$ cat config.mk
export PLATFORM = sky130hd
export DESIGN_NAME = manchester_lock_controller
export DESIGN_NICKNAME = d
export VERILOG_FILES = /design/src/rtl/manchester_ctrl_pkg.sv /design/src/rtl/sync_edge_detect.sv /design/src/rtl/manchester_lock_controller.sv
export SDC_FILE = /design/constraint.sdc
export NUM_CORES = 1
export LEC_CHECK = 0
export ABC_CLOCK_PERIOD_IN_PS = 4050
export CORE_AREA = 2 2 111 113
export CTS_CLUSTER_DIAMETER = 80
export DETAILED_ROUTE_END_ITERATION = 7
export DIE_AREA = 0 0 113 115
export GPL_TIMING_DRIVEN = 0
export PLACE_DENSITY_LB_ADDON = 0.1
export SLEW_MARGIN = 30
export SYNTH_ARGS = -nofsm -noshare
export SYNTH_HDL_FRONTEND = slang
export SYNTH_SLANG_ARGS = --single-unit
$ cat constraint.sdc
create_clock -name osc -period 4.05 [get_ports osc]
set_input_delay 0.6075 -clock osc [delete_from_list [all_inputs] [get_ports osc]]
set_output_delay 0.6075 -clock osc [all_outputs]
set_load 0.02 [all_outputs]
$ cat src/rtl/manchester_ctrl_pkg.sv
// Shared types and helpers for the Manchester decoder lock controller.
package manchester_ctrl_pkg;

    typedef enum logic [2:0] {
        ST_IDLE,
        ST_MEASURE,
        ST_CHECK,
        ST_LOCKED,
        ST_FAIL
    } ctrlState_t;

    localparam int REF_W = 4;
    localparam int RUN_W = 8;
    localparam logic [REF_W-1:0] REF_DEFAULT = 4'd8;

    // Synchronised view of one asynchronous input.
    typedef struct packed {
        logic level;
        logic rise;
        logic anyEdge;
    } syncEvt_t;

    // Reference is 1.5x the shortest half-bit run, clipped to the 4-bit range.
    function automatic logic [REF_W-1:0] sat15(input logic [RUN_W-1:0] run);
        logic [RUN_W:0] sum;
        sum = {1'b0, run} + {2'b00, run[RUN_W-1:1]};
        if (sum > 9'd15) return 4'd15;
        return sum[REF_W-1:0];
    endfunction

endpackage

$ cat src/rtl/sync_edge_detect.sv
// Two-flop synchroniser with a third history stage for rise / any-edge detection.
module sync_edge_detect
    import manchester_ctrl_pkg::*;
(
    input  logic     clk,
    input  logic     globalResetN,
    input  logic     din,
    output syncEvt_t evt
);

    logic [2:0] stages;

    always_ff @(posedge clk) begin
        if (!globalResetN) stages <= '0;
        else               stages <= {stages[1:0], din};
    end

    assign evt.level   = stages[1];
    assign evt.rise    = stages[1] & ~stages[2];
    assign evt.anyEdge = stages[1] ^ stages[2];

endmodule

$ cat src/rtl/manchester_lock_controller.sv
// Measures the Manchester half-bit period, programs decoder REF, confirms lock
// with a sync word and frames recovered bits into bytes.
module manchester_lock_controller
    import manchester_ctrl_pkg::*;
#(
    parameter int         MEAS_EDGES   = 16,
    parameter logic [7:0] SYNC_WORD    = 8'hA7,
    parameter int         SYNC_TIMEOUT = 64,
    parameter int         MAX_RETRY    = 3,
    parameter int         LOS_CYCLES   = 64
)(
    input  logic             osc,
    input  logic             globalResetN,
    input  logic             enable,
    input  logic             start,
    input  logic             ManchesterCode,
    input  logic             recoveredCLK,
    input  logic             recoveredData,
    output logic [REF_W-1:0] REF,
    output logic             busy,
    output logic             locked,
    output logic             fail,
    output logic             lockLost,
    output logic [7:0]       dataByte,
    output logic             dataValid
);

    localparam int EW = $clog2(MEAS_EDGES + 1);
    localparam int TW = $clog2(SYNC_TIMEOUT + 1);
    localparam int LW = $clog2(LOS_CYCLES + 1);
    localparam int RW = $clog2(MAX_RETRY + 1);
    localparam logic [EW-1:0] EDGE_DONE    = EW'(MEAS_EDGES);
    localparam logic [TW-1:0] TIMEOUT_LAST = TW'(SYNC_TIMEOUT - 1);
    localparam logic [LW-1:0] LOS_LAST     = LW'(LOS_CYCLES - 1);
    localparam logic [LW-1:0] LOS_SAT      = LW'(LOS_CYCLES);
    localparam logic [RW-1:0] RETRY_MAX    = RW'(MAX_RETRY);

    syncEvt_t codeEvt, clkEvt, dataEvt;

    sync_edge_detect uSyncCode (.clk(osc), .globalResetN(globalResetN), .din(ManchesterCode), .evt(codeEvt));
    sync_edge_detect uSyncClk  (.clk(osc), .globalResetN(globalResetN), .din(recoveredCLK),   .evt(clkEvt));
    sync_edge_detect uSyncData (.clk(osc), .globalResetN(globalResetN), .din(recoveredData),  .evt(dataEvt));

    logic unusedEvt;
    assign unusedEvt = ^{codeEvt.level, codeEvt.rise, clkEvt.level, clkEvt.anyEdge,
                         dataEvt.rise, dataEvt.anyEdge};

    logic codeEdge, clkRise, dataBit;
    assign codeEdge = codeEvt.anyEdge;
    assign clkRise  = clkEvt.rise;
    assign dataBit  = dataEvt.level;

    ctrlState_t       state, stateNext;
    logic [REF_W-1:0] refReg, refSat, refCalc;
    logic [RW-1:0]    retryCnt;
    logic [EW-1:0]    edgeCnt;
    logic [RUN_W-1:0] runCnt, minRun;
    logic [6:0]       shiftReg, byteReg;
    logic [7:0]       shiftNext, byteNext;
    logic [TW-1:0]    bitTimer;
    logic [LW-1:0]    losCnt;
    logic [2:0]       bitCnt;

    logic startReq, measEval, retryPath, failEntry, lossInLock, los;
    logic measStart, checkStart, lockStart;

    assign shiftNext = {shiftReg, dataBit};
    assign byteNext  = {byteReg, dataBit};
    assign refSat    = sat15(minRun);
    assign refCalc   = (refSat == '0) ? REF_W'(1) : refSat;
    assign los       = (state inside {ST_CHECK, ST_LOCKED}) && (losCnt >= LOS_LAST) && !clkRise;

    always_ff @(posedge osc) begin
        if (!globalResetN || !enable) state <= ST_IDLE;
        else                          state <= stateNext;
    end

    always_comb begin
        stateNext  = state;
        startReq   = 1'b0;
        measEval   = 1'b0;
        retryPath  = 1'b0;
        lossInLock = 1'b0;
        case (state)
            ST_IDLE, ST_FAIL: begin
                if (start) begin
                    startReq  = 1'b1;
                    stateNext = ST_MEASURE;
                end
            end
            ST_MEASURE: begin
                if (edgeCnt == EDGE_DONE) begin
                    measEval = 1'b1;
                    if (minRun < RUN_W'(2)) retryPath = 1'b1;
                    else                    stateNext = ST_CHECK;
                end
            end
            ST_CHECK: begin
                if (clkRise && shiftNext == SYNC_WORD)                 stateNext = ST_LOCKED;
                else if (los || (clkRise && bitTimer == TIMEOUT_LAST)) retryPath = 1'b1;
            end
            ST_LOCKED: begin
                if (los) begin
                    lossInLock = 1'b1;
                    stateNext  = ST_MEASURE;
                end
            end
            default: stateNext = ST_IDLE;
        endcase
        if (retryPath) stateNext = (retryCnt < RETRY_MAX) ? ST_MEASURE : ST_FAIL;
    end

    assign failEntry  = retryPath && (retryCnt >= RETRY_MAX);
    assign measStart  = (stateNext == ST_MEASURE) && ((state != ST_MEASURE) || retryPath);
    assign checkStart = (stateNext == ST_CHECK)  && (state != ST_CHECK);
    assign lockStart  = (stateNext == ST_LOCKED) && (state != ST_LOCKED);

    always_ff @(posedge osc) begin
        if (!globalResetN || !enable) begin
            refReg    <= REF_DEFAULT;
            retryCnt  <= '0;
            edgeCnt   <= '0;
            runCnt    <= '0;
            minRun    <= '1;
            shiftReg  <= '0;
            bitTimer  <= '0;
            losCnt    <= '0;
            byteReg   <= '0;
            bitCnt    <= '0;
            dataByte  <= '0;
            dataValid <= 1'b0;
            lockLost  <= 1'b0;
        end else begin
            lockLost  <= lossInLock;
            dataValid <= 1'b0;

            // The first edge of a window only opens a run; later edges close one.
            if (measStart) begin
                edgeCnt <= '0;
                runCnt  <= '0;
                minRun  <= '1;
            end else if (state == ST_MEASURE) begin
                if (codeEdge && edgeCnt != EDGE_DONE) begin
                    edgeCnt <= edgeCnt + 1'b1;
                    runCnt  <= RUN_W'(1);
                    if (edgeCnt != '0 && runCnt < minRun) minRun <= runCnt;
                end else if (runCnt != '1) begin
                    runCnt <= runCnt + 1'b1;
                end
            end

            if (startReq || lossInLock)              retryCnt <= '0;
            else if (retryPath && !failEntry)        retryCnt <= retryCnt + 1'b1;

            if (measEval && !retryPath) refReg <= refCalc;
            else if (failEntry)         refReg <= REF_DEFAULT;

            if (checkStart) begin
                shiftReg <= '0;
                bitTimer <= '0;
            end else if (state == ST_CHECK && clkRise) begin
                shiftReg <= shiftNext[6:0];
                bitTimer <= bitTimer + 1'b1;
            end

            if (!(state inside {ST_CHECK, ST_LOCKED}) || clkRise) losCnt <= '0;
            else if (losCnt != LOS_SAT)                          losCnt <= losCnt + 1'b1;

            // A partial byte left over from a lost lock is dropped on re-entry.
            if (lockStart) begin
                byteReg <= '0;
                bitCnt  <= '0;
            end else if (state == ST_LOCKED && clkRise) begin
                byteReg <= byteNext[6:0];
                bitCnt  <= bitCnt + 1'b1;
                if (bitCnt == 3'd7) begin
                    dataByte  <= byteNext;
                    dataValid <= 1'b1;
                end
            end
        end
    end

    assign REF    = refReg;
    assign busy   = state inside {ST_MEASURE, ST_CHECK, ST_LOCKED};
    assign locked = (state == ST_LOCKED);
    assign fail   = (state == ST_FAIL);

endmodule

==> Word level (Yosys, flattened, before mapping) <==
Index checks and enable logic that the tools add are counted.
{ "classes": {"shift": 0, "n_bitwise": 5, "n_reduce_logical": 43, "magnitude_cmp": 6, "n_mul": 0, "add_sub_neg": 7, "n_div": 0, "eq_ne": 17, "muxes": 28} }
{ "op_table": {"columns": ["operator", "n"], "rows": [
  ["2-to-1 mux 3 bit", 7],
  ["2-to-1 mux 4 bit", 5],
  ["2-to-1 mux 8 bit", 2],
  ["adder 7 x 1 -> 7 bit, second input constant", 2],
  ["logical AND 1 bit", 14],
  ["== test 3 x 2 -> 1 bit, second input constant", 4],
  ["2-to-1 mux 1 bit", 12],
  ["case mux 3 bit (4 select lines)", 1],
  ["OR reduction 2 bit", 6],
  ["adder 8 x 7 -> 9 bit", 1],
  ["greater-than comparator 9 x 4 -> 1 bit, second input constant", 1],
  ["adder 8 x 1 -> 8 bit, second input constant", 1],
  ["== test 8 bit, second input constant", 1],
  ["less-than comparator 8 x 2 -> 1 bit, second input constant", 1],
  ["less-than comparator 8 bit", 1],
  ["!= test 8 bit, second input constant", 1],
  ["== test 7 x 6 -> 1 bit, second input constant", 1],
  ["greater-or-equal comparator 7 x 6 -> 1 bit, second input constant", 1],
  ["!= test 7 bit, second input constant", 1],
  ["== test 3 x 1 -> 1 bit, second input constant", 2],
  ["== test 3 bit, second input constant", 2],
  ["logical NOT 1 bit", 6],
  ["!= test 3 x 2 -> 1 bit, second input constant", 2],
  ["AND reduction 3 bit", 2],
  ["20 further kinds", 29]
]} }
{ "totals": {"elab_cells": 123, "n_memories": 0, "ramBits": 0, "romBits": 0, "register_bits": 79, "output_inout_bits": 17, "latchBits": 0, "inputBits": 7} }

==> Depth between registers and ports, before layout <==
Gate-level depths: netlist of run 1.
{ "logic_depth": {"word_depth": 13, "depth_mapped": 9, "ltp_nobuf": 9} }

==> Modules after synthesis <==
From an unflattened synthesis of run 1, not the netlist that was laid out.
{ "unflattened": {"hier_cells": 460, "hier_area_um2": 3960.0} }
{ "by_module_without_submodules": {"columns": ["mod", "seq_area_each_um2", "area_per_inst_um2", "instances", "cells_per_inst"], "rows": [
  ["manchester_lock_controller", 1421.4, 3641.0, 1, 430],
  ["sync_edge_detect", 60.1, 106.4, 3, 10]
]} }

==> Worst setup path after synthesis of run 1 <==
No wires, ideal clock.
{ "synth_timing": {"path_kind": "reg-to-reg", "startpoint": "reg minRun[2]", "endpoint": "reg refReg[1], in the netlist REF[1]", "path_slack_ns": 1.928, "arrival_ns": 2.006, "t_required_ns": 3.934, "stages_incl_launch_ff": 9, "path_buffers": 0, "cell_sequence": "dfxtp_1 > inv_1 > ha_1 > o21ai_0 > or3_1 > and3_1 > nor3_1 > a21oi_1 > a31o_2"} }
{ "synth_between": {"elab_chain_len": 7, "elab_cells_between_ends": 15, "cone_classes": "1 x add/sub; 2 x order compare; 7 x mux; 5 x reduce/logical"} }
{ "synth_rtl": {"columns": ["element", "line_no", "source"], "rows": [
  ["start: declaration", "manchester_lock_controller.sv:57", "logic [RUN_W-1:0] runCnt, minRun;"],
  ["start signal: assignment", "manchester_lock_controller.sv:146", "if (edgeCnt != '0 && runCnt < minRun) minRun <= runCnt;"],
  ["adder 8 x 7 -> 9 bit / less-than comparator 8 x 2 -> 1 bit (equally long branches)", "manchester_ctrl_pkg.sv:26, manchester_lock_controller.sv:94", null],
  ["greater-than comparator 9 x 4 -> 1 bit / 2-to-1 mux 1 bit (equally long branches)", "manchester_ctrl_pkg.sv:27, manchester_lock_controller.sv:94", null],
  ["2-to-1 mux 1 bit, on equally long branches", "manchester_ctrl_pkg.sv:27, manchester_lock_controller.sv:92", null],
  ["2-to-1 mux 4 bit / case mux 1 bit (2 select lines) (equally long branches)", "manchester_ctrl_pkg.sv:28, manchester_lock_controller.sv:84", null],
  ["logical NOT 4 bit / logical NOT 1 bit (equally long branches)", "manchester_lock_controller.sv:70, manchester_lock_controller.sv:155", null],
  ["2-to-1 mux 4 bit / logical AND 1 bit (equally long branches)", "manchester_lock_controller.sv:70, manchester_lock_controller.sv:155", null],
  ["2-to-1 mux 4 bit / nonzero test 2 bit (equally long branches)", null, null],
  ["end signal: assignment", "manchester_lock_controller.sv:155", "if (measEval && !retryPath) refReg <= refCalc;"],
  ["end: declaration", "manchester_lock_controller.sv:54", "logic [REF_W-1:0] refReg, refSat, refCalc;"]
]} }
Parallel ways exist; a longest one is shown, timed or not.
A chain may end at the register's enable or synchronous reset.

==> Worst setup path in the final report of run 1 <==
{ "layout_timing": {"startpoint": "reg state[1]", "endpoint": "out locked"} }
{ "layout_between": {"elab_chain_len": 1} }
{ "layout_rtl": {"columns": ["element", "line_no", "source"], "rows": [
  ["start: declaration", "manchester_lock_controller.sv:53", "ctrlState_t state, stateNext;"],
  ["start signal: assignment", "manchester_lock_controller.sv:75", "else state <= stateNext;"],
  ["== test 3 x 2 -> 1 bit", "manchester_lock_controller.sv:186", "assign locked = (state == ST_LOCKED);"],
  ["end: declaration", "manchester_lock_controller.sv:21", "output logic locked,"]
]} }
No other way between the ends.

==> qor.txt, run 1 <==
Startpoint Class: flop
PwrDens: 363 mW/mm^2
sequential share of power: 0.473
Worst path max stage delay: 650 ps
Mapped Cells: 439
Root Driver: clkbuf_16
Clk Latency, worst-skew pair: 340 ps
grt total ovfl: 0
Leakage: 1.74 nW
Avg Cell Area, Syn: 8.74 sq um
Post CTS Setup Buffer Count: 0
Max stage delay cell, worst path: clkdlybuf4s50_1
most common cell after layout, fill and taps aside: dfxtp_1
most frequent cells in the layout: dfxtp_1 (79), nand2_1 (70), a21oi_1 (41)
1st-iter DRT viols: 122
share of total power in combinational logic: 0.023
pin count of the biggest net entering global routing: 14
post-synthesis cell type count: 55
Hold Path Class: reg -> reg
sequential area share after synthesis: 0.412
TNS Setup: 0 ps
CTS Hold Buffers Added: 0
EDFF count, synth: 0
global-route wire length before repair: 13.9 mm
number of global-route vias before repair: 2,866
Core ar.: 0.0118 sq mm
clock sink count: 79
Tmin final: 2650 ps
Min Hold Slack: 428 ps
critical-path cell list: nor2b_1 > and2_1 > clkbuf_1 > clkdlybuf4s50_1
Placer Congestion: 0.753
clk slew on worst S/H paths: 60 ps
reg2reg start: losCnt[0]
antenna diode count: 0
RSZ-0062 raised after global routing: no
top-level I/O count: 24
TritonCTS clock tree: yes
#FFs+latches synth: 79
initial antenna violation count: 0
Hold Vio Cnt, Final: 0
# resized after CTS: 0
Worst R2R Path Depth: 8
port bufs: 23
reg2reg setup slack: 1430 ps
final WL: 8.06 mm
crit path DAT: 2050 ps
Final HPWL DP: 5.89 mm
initial core utilization: 0.325
Internal Power: 1.31 mW
placed cells: 609
die area: 0.0130 sq mm
DR vias: 3,026
drt pass-1 iters: 6
Sw Pwr: 0.349 mW
slew margin rel.: 0.525
maxcap violations: 0
layout cells sized above 1: 0.0565
final setup fails: 0
WS Path Type: reg -> out
syn_nets: 477
via/cell ratio: 4.84
RR Endpoint: runCnt[6]
Die Height: 115 um
post-route ant nets: 0
Top FF cell, synth: dfxtp_1
failing checks: DRC
Worst Hold Path EP: uSyncData.stages[1]
Avg WL per Cell: 12.9 um
Worst-Margin Slew: 708 ps
# fillers: 1,220
Yosys Warn Count: 0
fin crit share: 0.655
area of the mapped netlist: 0.00384 sq mm
part of the power in the clock network: 0.504
fin nets: 511
status: finished, violations left
worst ir drop on vdd: 0.206 mV
Non-Filler Instances: 625
asr flop ratio synth: 0
DRC errors left: 3
final instance area: 0.00456 sq mm
Net Sw Frac: 0.210
CTS Buf Count: 9
clock buffer depth: 2
DIE WIDTH: 113 um
HP Start: uSyncData.stages[0]
crit path max fanout: 5
Achievable Freq: 0.377 GHz
placed cell areas: 0.00425 sq mm
Cells on Worst Hold Path: 1
critical path data required time: 3440 ps
clock skew: 8.05 ps
row cnt: 40
Total GRT Usage: 0.136
critical path endpoint category: primary output
area grow syn2layout: 18.9%
H-Tree Level Count: 3
Final Max Slew Viols: 0
worst max path at each step:
stage | startpoint | end | slack, ps | cells past startpoint
floorplan | minRun[2] | REF[1] | 1930 | 8
global placement | globalResetN | minRun[0] | 1380 | 5
detailed placement | globalResetN | minRun[0] | 1320 | 5
CTS | state[1] | locked | 1360 | 4
global route | losCnt[0] | runCnt[6] | 1090 | 8
finish | state[1] | locked | 1400 | 4
flip-flops by register name, indices dropped and copies added, names as in the netlist, 2 cells and up:
register,flops
shiftReg,7
uSyncData.stages,2
bitTimer,7
byteReg,7
state,3
REF,4
retryCnt,2
losCnt,7
dataByte,8
uSyncCode.stages,3
bitCnt,3
minRun,8
uSyncClk.stages,3
edgeCnt,5
runCnt,8
final cells by class:
type / instances / area (sq um) / area share
Inverter: 15 / 56.3 / 0.0123
Clock buffer: 12 / 256 / 0.0562
Sequential cell: 79 / 1580 / 0.347
Multi-Input combinational cell: 334 / 2150 / 0.471
Tap cell: 147 / 184 / 0.0403
Clock inverter: 4 / 53.8 / 0.0118
Timing Repair Buffer: 23 / 230 / 0.0505
Buffer: 11 / 50.0 / 0.0110
power groups by stage:
| stage | Sequential [mW] | Combinational (mW) | Clock [mW] |
|---|---|---|---|
| floorplan | 0.800 | 0.0228 | 0 |
| finish | 0.784 | 0.0381 | 0.835 |
| detailed placement | 0.801 | 0.0394 | 0 |
| CTS | 0.784 | 0.0395 | 0.870 |
| global placement | 0.801 | 0.0394 | 0 |
| global route | 0.784 | 0.0435 | 0.905 |
metrics by stage:
step	setup slack, ps	power, mW	util
global route	1090	1.73	0.386
detailed placement	1320	0.840	0.360
floorplan	1930	0.823	-
CTS	1360	1.69	0.386
global placement	1380	0.840	0.360
finish	1400	1.66	0.386
cell usage after synthesis, drive strengths merged, types with 2 or more instances:
cell type | number | area share
a211oi | 5 | 0.0098
a21boi | 2 | 0.0039
a21oi | 41 | 0.053
a31o | 3 | 0.0068
a41oi | 3 | 0.0068
and2 | 11 | 0.018
and3 | 6 | 0.010
and4 | 2 | 0.0046
buf | 2 | 0.0042
clkbuf | 9 | 0.0088
dfxtp | 79 | 0.41
ha | 30 | 0.098
inv | 15 | 0.015
mux2i | 10 | 0.026
nand2 | 70 | 0.068
nand2b | 7 | 0.011
nand3 | 15 | 0.020
nand4 | 6 | 0.0098
nor2 | 36 | 0.035
nor2b | 7 | 0.011
nor3 | 12 | 0.016
nor3b | 3 | 0.0088
nor4b | 2 | 0.0085
o211ai | 3 | 0.0059
o21ai | 10 | 0.014
o221ai | 2 | 0.0046
or2 | 2 | 0.0033
or3 | 3 | 0.0049
or3b | 2 | 0.0046
xnor2 | 11 | 0.025
xor2 | 14 | 0.032
kinds of logic after synthesis:
family                     Yosys count  synth area share
adders and majority gates           31             0.103
buffers and inverters               26            0.0277
DFF                                 79             0.412
AOI/OAI and AO/OA                   76             0.120
xor gates and xnor gates            25            0.0570
muxes                               11            0.0290
and+or+nand+nor                    191             0.251
routing by layer:
metal  global-route usage  vias to the layer above  share of wire
met5                    0                        -              0
met4               0.0610                        0          0.017
met3               0.0369                        7          0.036
met2                0.203                       40           0.43
met1                0.183                     1382           0.51
li1                     -                     1597              -
critical path: cells and delay by family (launching register included):
family	cells	cell delay (ps)
buf+inv	2	860
simple gates	2	460
flops	1	380
No activity file was read; power rests on OpenSTA's default activity.
==> run 2: changes to the inputs <==
--- a/config.mk
+++ b/config.mk
@@ -5,7 +5,7 @@
 export SDC_FILE = /design/constraint.sdc
 export NUM_CORES = 1
 export LEC_CHECK = 0
-export ABC_CLOCK_PERIOD_IN_PS = 4050
+export ABC_CLOCK_PERIOD_IN_PS = 2700
 export CORE_AREA = 2 2 111 113
 export CTS_CLUSTER_DIAMETER = 80
 export DETAILED_ROUTE_END_ITERATION = 7
==> constraint.sdc (replaced) <==
create_clock -name osc -period 2.7 [get_ports osc]
set_input_delay 0.405 -clock osc [delete_from_list [all_inputs] [get_ports osc]]
set_output_delay 0.405 -clock osc [all_outputs]
set_load 0.02 [all_outputs]
==> qor.txt, run 2 (synthesis results as in run 1) <==
pin count of the biggest net entering global routing: 14
Root Driver: clkbuf_16
Achievable Freq: 0.400 GHz
critical path endpoint category: flop
die area: 0.0130 sq mm
CTS Buf Count: 9
Final Max Slew Viols: 0
initial core utilization: 0.325
Final HPWL DP: 5.89 mm
clock sink count: 79
Core ar.: 0.0118 sq mm
via/cell ratio: 4.83
placed cells: 609
clock buffer depth: 2
Hold Path Class: reg -> reg
antenna diode count: 0
Tmin final: 2500 ps
area grow syn2layout: 19.2%
drt pass-1 iters: 6
dpl ws: 77.3 ps
final setup fails: 0
DIE WIDTH: 113 um
post-route ant nets: 0
registers with the most flip-flops: dataByte: 8 flops, minRun: 8 flops, runCnt: 8 flops
Placer Congestion: 0.753
Avg WL per Cell: 12.9 um
Clk Latency, worst-skew pair: 340 ps
TritonCTS clock tree: yes
WS Path Type: reg -> reg
Die Height: 115 um
Total GRT Usage: 0.136
Non-Filler Instances: 625
most common cell after layout, fill and taps aside: dfxtp_1
fin nets: 511
layout cells sized above 1: 0.0628
fin crit share: 0.925
DR vias: 3,017
final WL: 8.06 mm
maxcap violations: 0
DRC errors left: 3
worst setup margin: 203 ps
Worst-Margin Slew: 712 ps
Hold Vio Cnt, Final: 0
global-route wire length before repair: 13.9 mm
critical path data required time: 2930 ps
grt total ovfl: 0
Post CTS Setup Buffer Count: 0
top-level I/O count: 24
failing checks: DRC
Leakage: 1.74 nW
# fillers: 1,219
number of global-route vias before repair: 2,866
most frequent cells in the layout: dfxtp_1 (79), nand2_1 (70), a21oi_1 (40)
clock skew: 7.76 ps
crit path DAT: 2730 ps
slew margin rel.: 0.522
H-Tree Level Count: 3
PwrDens: 543 mW/mm^2
row cnt: 40
crit path max fanout: 4
TNS Setup: 0 ps
port bufs: 23
worst ir drop on vdd: 0.307 mV
Startpoint Class: flop
1st-iter DRT viols: 118
status: finished, violations left
RSZ-0062 raised after global routing: no
clk slew on worst S/H paths: 60 ps
initial antenna violation count: 0
Min Hold Slack: 428 ps
[run 2: routing by layer]
layer  part of all wire  GRT usage  vias up
met3              0.031     0.0369        9
li1                   -          -     1597
met1               0.52      0.183     1378
met5                  0          0        -
met2               0.43      0.203       33
met4              0.020     0.0610        0
[run 2: power by group]
| part | switching, mW | internal (mW) | leakage, nW |
|---|---|---|---|
| combinational | 0.0342 | 0.0236 | 0.959 |
| sequential | 0.00397 | 1.17 | 0.638 |
| clock | 0.482 | 0.768 | 0.145 |
[run 2: what timing repair did]
action | in CTS | in global routing
endpoints found under the hold margin | 0 | 0
hold buffers | 0 | 0
endpoints found under the setup margin | 0 | 20
resized for setup | 0 | 5
[run 2: path summary, 6_finish.rpt]
path | endpoint | cells after the start | start | slack (ps)
worst max register to register | REF[1] | 8 | minRun[2] | 200
worst min register to register | uSyncData.stages[1] | 1 | uSyncData.stages[0] | 430
worst min-delay path | uSyncData.stages[1] | 1 | uSyncData.stages[0] | 430
worst max-delay path | REF[1] | 8 | minRun[2] | 200
[run 2: final cells by class]
cell class / instances / area (sq um) / share of cell area
multi-input cells: 334 / 2160 / 0.472
inverters: 15 / 56.3 / 0.0123
well taps: 147 / 184 / 0.0402
flip-flops and latches: 79 / 1580 / 0.346
clock buffers: 12 / 256 / 0.0561
plain buffers: 11 / 53.8 / 0.0118
clock inverters: 4 / 53.8 / 0.0118
repair buffers: 23 / 230 / 0.0503
[run 2: stage by stage]
step                power, mW  area, sq um   util
finish                   2.48         4580  0.387
detailed placement       1.26         4250  0.360
floorplan                1.23         3840      -
global route             2.60         4580  0.387
CTS                      2.54         4560  0.386
global placement         1.26         4250  0.360
[run 2: worst max-delay path, stage by stage, from the launching register on]
cell and delay [ps]:
dfxtp_1 380, inv_1 120, ha_1 380, o21ai_0 120, or3_1 340, and3_1 170, nor3_1 500, a21oi_1 150
a31o_2 230
